$ cat config.mk
export PLATFORM = sky130hd
export DESIGN_NAME = dct_row_engine
export DESIGN_NICKNAME = d
export VERILOG_FILES = /design/src/rtl/dct_row_engine.sv
export SDC_FILE = /design/constraint.sdc
export NUM_CORES = 2
export LEC_CHECK = 0
export BUFFER_PORTS_ARGS = -buffer_cell sky130_fd_sc_hd__buf_2
export CAP_MARGIN = 30
export CORE_MARGIN = 10
export CORE_UTILIZATION = 58
export DETAILED_ROUTE_END_ITERATION = 8
export MAX_ROUTING_LAYER = met4
export PLACE_DENSITY = 0.84
export SETUP_SLACK_MARGIN = 0.2
export SYNTH_ARGS = -nofsm -noshare
export SYNTH_HDL_FRONTEND = slang
export SYNTH_SLANG_ARGS = --single-unit
$ cat constraint.sdc
create_clock -name clk -period 6.2 [get_ports clk]
set_input_delay 1.86 -clock clk [delete_from_list [all_inputs] [get_ports clk]]
set_output_delay 1.86 -clock clk [all_outputs]
set_load 0.02 [all_outputs]
$ cat src/rtl/dct_row_engine.sv
// dct_row_engine
// Computes one 8-point 1-D DCT row, y[k] = sum_n C[k][n] * x[n], k = 0..7.
// A row of eight pixels is latched on an accepted start. The engine walks the
// cosine ROM row address k = 0..7 and multiplies each returned coefficient row
// against the latched pixels. It then emits eight rounded results, one per cycle.
//
// Ports:
//   clk        clock, rising edge
//   rst        synchronous reset, active-high
//   start      begin a row (sampled only while idle)
//   din        pixel row, pixel 0 in the MSB byte
//   busy       row in progress (cycle after accept through the done cycle)
//   rom_addr   cosine ROM row address k (registered)
//   rom_data   cosine ROM row, C[k][n] in byte n from the MSB, signed
//   dout       y[k], signed 12-bit, rounded half up
//   dout_valid dout / dout_idx valid this cycle
//   dout_idx   k of the current dout
//   done       one-cycle pulse alongside the k = 7 output
module dct_row_engine #(
    parameter bit LEVEL_SHIFT = 1'b1,
    parameter int ROM_LAT     = 2
) (
    input  logic        clk,
    input  logic        rst,
    input  logic        start,
    input  logic [63:0] din,
    output logic        busy,
    output logic [2:0]  rom_addr,
    input  logic [63:0] rom_data,
    output logic [11:0] dout,
    output logic        dout_valid,
    output logic [2:0]  dout_idx,
    output logic        done
);

    // state | meaning
    // IDLE  | waiting for start, pixel row may be latched
    // ISSUE | driving rom_addr = 0..7, one address per cycle
    // DRAIN | waiting for the k = 7 result to leave the pipeline
    typedef enum logic [1:0] {IDLE, ISSUE, DRAIN} state_t;

    state_t state, state_next;
    logic   accept;

    logic [63:0]        pix;
    logic [ROM_LAT-1:0] v_pipe;
    logic [2:0]         k_pipe [ROM_LAT];

    logic signed [8:0]  x_s    [8];
    logic signed [7:0]  c_s    [8];
    logic signed [16:0] prod_c [8];
    logic signed [16:0] prod_r [8];
    logic               a_valid;
    logic [2:0]         a_idx;

    logic signed [19:0] sum;
    logic signed [19:0] rsum;

    always_ff @(posedge clk) begin
        if (rst) state <= IDLE;
        else     state <= state_next;
    end

    always_comb begin
        state_next = state;
        accept     = 1'b0;
        case (state)
            IDLE: begin
                if (start) begin
                    accept     = 1'b1;
                    state_next = ISSUE;
                end
            end
            ISSUE: begin
                if (rom_addr == 3'd7) state_next = DRAIN;
            end
            DRAIN: begin
                if (done) state_next = IDLE;
            end
            default: state_next = IDLE;
        endcase
    end

    assign busy = (state != IDLE);

    // rom_addr wraps 7 -> 0 on the last issue, so it rests at 0 while idle.
    always_ff @(posedge clk) begin
        if (rst) begin
            rom_addr <= 3'd0;
            pix      <= 64'd0;
        end else begin
            if (state == ISSUE) rom_addr <= rom_addr + 3'd1;
            if (accept)         pix      <= din;
        end
    end

    // Valid/index pipe matching the ROM read latency, so stage A sees the k
    // belonging to the rom_data on its inputs.
    always_ff @(posedge clk) begin
        if (rst) begin
            v_pipe <= '0;
            for (int i = 0; i < ROM_LAT; i++) k_pipe[i] <= 3'd0;
        end else begin
            v_pipe[0] <= (state == ISSUE);
            k_pipe[0] <= rom_addr;
            for (int i = 1; i < ROM_LAT; i++) begin
                v_pipe[i] <= v_pipe[i-1];
                k_pipe[i] <= k_pipe[i-1];
            end
        end
    end

    always_comb begin
        for (int n = 0; n < 8; n++) begin
            if (LEVEL_SHIFT)
                x_s[n] = $signed({1'b0, pix[63-8*n -: 8]}) - 9'sd128;
            else
                x_s[n] = $signed({pix[63-8*n], pix[63-8*n -: 8]});
            c_s[n]    = $signed(rom_data[63-8*n -: 8]);
            prod_c[n] = 17'(x_s[n]) * 17'(c_s[n]);
        end
    end

    // Stage A: product register
    always_ff @(posedge clk) begin
        if (rst) begin
            a_valid <= 1'b0;
            a_idx   <= 3'd0;
            for (int n = 0; n < 8; n++) prod_r[n] <= 17'sd0;
        end else begin
            a_valid <= v_pipe[ROM_LAT-1];
            a_idx   <= k_pipe[ROM_LAT-1];
            for (int n = 0; n < 8; n++) prod_r[n] <= prod_c[n];
        end
    end

    // Adder tree plus rounding bias. |sum| stays below 2^17, so taking
    // rsum[19:8] is exact: an arithmetic shift right by 8, already 12 bits.
    always_comb begin
        sum = 20'sd0;
        for (int n = 0; n < 8; n++) sum = sum + 20'(prod_r[n]);
        rsum = sum + 20'sd128;
    end

    // Stage B: output register
    always_ff @(posedge clk) begin
        if (rst) begin
            dout       <= 12'd0;
            dout_valid <= 1'b0;
            dout_idx   <= 3'd0;
            done       <= 1'b0;
        end else begin
            dout_valid <= a_valid;
            done       <= a_valid && (a_idx == 3'd7);
            if (a_valid) begin
                dout     <= rsum[19:8];
                dout_idx <= a_idx;
            end
        end
    end

endmodule

# Yosys cells after proc, flatten, opt, wreduce, memory -nomap -nowiden
# Memories as Yosys holds them, arrays and structs flattened. A register that Yosys moved wholly into a read port is not among the register bits.
# Index checks and enable logic that the tools add are counted.
# classes
multipliers	8
eq_ne	7
reduce_logical	4
n_bitwise	10
n_mux	19
addsub	17
# op_table
op	n
$mul 9x8->17	8
$mux 17	8
$add 20x17->20	4
$sub 8x8->9 const B	8
$add 19x17->20	1
$add 20x9->20 const B	1
$add 18x17->19	1
$add 17x17->18	1
$or 1x1->1	10
$eq 3x3->1 const B	2
$mux 2	3
$mux 3	2
$ne 2x2->1 const B	3
$pmux 2 s3	1
$mux 1	5
$add 3x1->3 const B	1
$reduce_and 3->1	1
$eq 2x1->1 const B	1
$eq 2x2->1 const B	1
$logic_not 2->1	1
$reduce_bool 2->1	1
$logic_and 1x1->1	1
# word_totals
mem_count	2
ff_bits	89
ram_bits	142
output_inout_bits	21
# memory_table
memory	words	width	read_ports	rd_ports_with_merged_regs	wr	line	text
prod_r	8	17	8	0	8	52	logic signed [16:0] prod_r [8];
k_pipe	2	3	2	1	2	47	logic [2:0] k_pipe [ROM_LAT];

# Longest topological paths before layout
# logic_depth
depth_word	8
ltp_mapped	18

# Least setup slack after synthesis
# No wires, ideal clock.
# synth_path
kind	input -> register
start	in rom_data[58]
end	mem prod_r[0][15]
required_ps	6073
setup_slack_ps	255
path_stages	14
arrival_time_ps	5818
path_buffers	0
path_cell_list	and2_1 > fa_1 > inv_1 > fa_1 > fa_1 > fa_1 > inv_1 > ha_1 > a21o_1 > a2111oi_4 > nor4b_1 > o31a_1 > mux2_1 > or3_1
# synth_lines
item	line	text
start: declaration	29	input logic [63:0] rom_data,
end: declaration	52	

==> impl_metrics.toml <==
[die]
die-area_um2 = 62900
die_w_um = 251
boundaryPins = 152
core_um2 = 52700
start_util_pct = 58.7
die_y_um = 251
rows = 84

[synth]
yosysUniqueCellTypes = 62
yosysMostFrequentCell = "inv_1"
syn-num-nets = 4360
synth-edff-count = 0
syn_avg_cell_area_um2 = 9.13
synthCells = 3386
ys_warn_count = 0
ys_ff_latch = 234
synth_flop_cell = "dfxtp_1"
yosysTopAreaCellShare_pct = 36.7
yosysSeqAreaShare_pct = 15.2
synth_common_cells = "inv_1, fa_1, nand2_1, ha_1, and2_1"
syn_area_um2 = 30900
synth_area_leaders = "fa_1, dfxtp_1, ha_1"
yosysTopAreaCell = "fa_1"
ys_async_sr_fraction_pct = 0

[power_and_ir_drop]
p_int_mw = 9.80
leakage_nw = 16.9
clkPwrFrac_pct = 9.1
switching_share_pct = 49.6
power.density_nw_per_um2 = 582
pwr-share-seq_pct = 10.6
total_power_mw = 19.4
combPwrFrac_pct = 80.2
peakVddDrop_uv = 1340
netSwitchingPower_mw = 9.63

[clocking]
numCtsBuffers = 30
postCtsResizedCells = 0
post_cts_buffers = 0
cts_tree = "done"
holdBufCountCts = 0
clk_path_buf_depth = 3
clk_pin_slew_ns = 0.06
htree_levels = 1
cts.sinks = 234
worst_skew_pair.late_latency_ns = 0.59
cts_root_buf = "clkbuf_16"

[route]
drt_iter0_drc = 1146
dr_total_vias = 22200
wl_per_cell_um = 15.9
finalWirelength_mm = 67.3
post-route-drc-count = 0
final_antenna_net_count = 0
via_per_inst = 5.24
dr.pass1.iters = 5

[final_layout]
drive_above_1_share_pct = 6.36
finalInstanceArea_um2 = 33400
area_growth_pct = 8.02
final_nets = 4489

[job]
maxCapViolCount = 0

[placed_design]
io_buffers = 151
placed_cell_area_um2 = 32400
dp_hpwl_mm = 55.9
place_congestion = 0.900

[sta]
skew_ns = 0.0201
hold_viol = 0
tightest_slew_ns = 0.824
final.period_utilization_pct = 91.8
slew_viol_final = 0
relSlewSlack_pct = 44.9
setup_viol = 0
min_period_ns = 5.69
rsz0062_at_grt = "false"
max_freq_ghz = 0.176

[critical_path]
cp.arrival_ns = 6.15
end_kind = "flop"
cp.required_ns = 6.66
path_max_fanout = 8
cp-start-kind = "input pin"
crit_type = "in -> reg"

[global_route]
grt_pass1_vias = 24200
antenna_found_initial = 1
grt_max_degree = 83
grt_overflow_total = 0
grt_pass1_wl_mm = 116
track_usage_pct = 22.8

[outcome]
status = "finished, final reports clean"

[worst_hold_path]
hp-class = "reg -> reg"
==> cell usage in the layout (no fill, tap or decap), drive strengths merged, types with 6 or more instances in the layout <==
master,n
a211oi,22
and4,8
nor2,143
nor3b,10
clkinv,9
o21a,15
dfxtp,234
o21ai,28
a2111oi,9
nor3,43
xnor2,65
clkbuf,37
a21o,36
fa,567
nand2,320
mux2i,14
nor4b,7
nand3,21
or3,10
a21oi,134
nor2b,102
and2,261
and3,6
nand2b,62
or2,6
inv,815
xor2,35
ha,276
buf,168
==> metal layers <==
metal	routed length [um]	vias up	GRT usage, %
met5	0	-	-
met4	1940	0	6.95
met3	3100	115	2.63
met2	34200	518	39.1
met1	28000	11100	27.8
li1	-	10400	-
==> power by group through the flow <==
| stage | clock network [mW] | registers (mW) | logic (mW) |
|---|---|---|---|
| CTS | 1.81 | 2.06 | 15.6 |
| global placement | 0 | 2.08 | 14.9 |
| finish | 1.78 | 2.07 | 15.6 |
| detailed placement | 0 | 2.09 | 15.4 |
| global route | 1.87 | 2.09 | 17.8 |
| floorplan | 0 | 2.00 | 12.1 |
==> registers in the layout, indices dropped and copies added (netlist names) <==
register / count
a_idx: 3
a_valid: 1
done: 1
dout: 12
dout_idx: 3
dout_valid: 1
k_pipe: 6
pix: 64
prod_r: 136
rom_addr: 3
state: 2
v_pipe: 2
==> logic make-up (layout without fill, tap and decap cells) <==
logic type,Yosys count,count (layout),share of synthesized area (%)
other,0,1,0
DFF,234,234,15.2
AOI/OAI and AO/OA,285,285,5.83
adders and majority gates,843,843,47.9
buffers and inverters,884,1035,10.7
muxes,17,17,0.563
xor gates and xnor gates,100,100,2.83
and+or+nand+nor,1023,1023,17.0
==> stage by stage <==
| stage | hold WS, ns | util (%) | TNS [ns] | worst slack [ns] | instances |
|---|---|---|---|---|---|
| 2_1_floorplan | 0.414 | - | 0 | 0.255 | 3386 |
| 3_3_place_gp | 0.416 | 61.5 | -0.00675 | -0.00675 | 4171 |
| 3_5_place_dp | 0.423 | 61.5 | -0.0726 | -0.0726 | 4171 |
| 4_1_cts | 0.437 | 63.4 | 0 | 0.511 | 4225 |
| 5_1_grt | 0.445 | 63.4 | 0 | 0.278 | 4226 |
| 6_report | 0.434 | 63.4 | 0 | 0.509 | 4226 |
==> worst paths after layout <==
kind / slack (ns) / depth (start not counted) / from / endpoint
worst max-delay path: 0.51 / 16 / rom_data[56] / prod_r[0][15]
worst min-delay path: 0.43 / 1 / k_pipe[0][1] / k_pipe[1][1]
worst max register to register: 1.28 / 16 / prod_r[0][3] / dout[11]
worst min register to register: 0.43 / 1 / k_pipe[0][1] / k_pipe[1][1]
==> cell type report <==
type	instances	area [um2]
multi-input combinational	2268	22900
inverter	812	3050
timing repair buffer	169	900
tap	688	861
sequential	234	4680
fill	4181	19300
clock inverter	18	191
clock buffer	36	795
antenna	1	2.50
==> critical path: stages <==
cell and delay (ns):
buf_2 0.16, nor2b_1 0.23, inv_1 0.10, fa_1 0.41, fa_1 0.54, inv_1 0.06
fa_1 0.54, inv_1 0.05, fa_1 0.49, inv_1 0.04, ha_1 0.33, nor3_1 0.07
nor4b_1 0.38, o31a_1 0.22, mux2_1 0.31, or3_1 0.35
(Power assumes the default switching activity.)
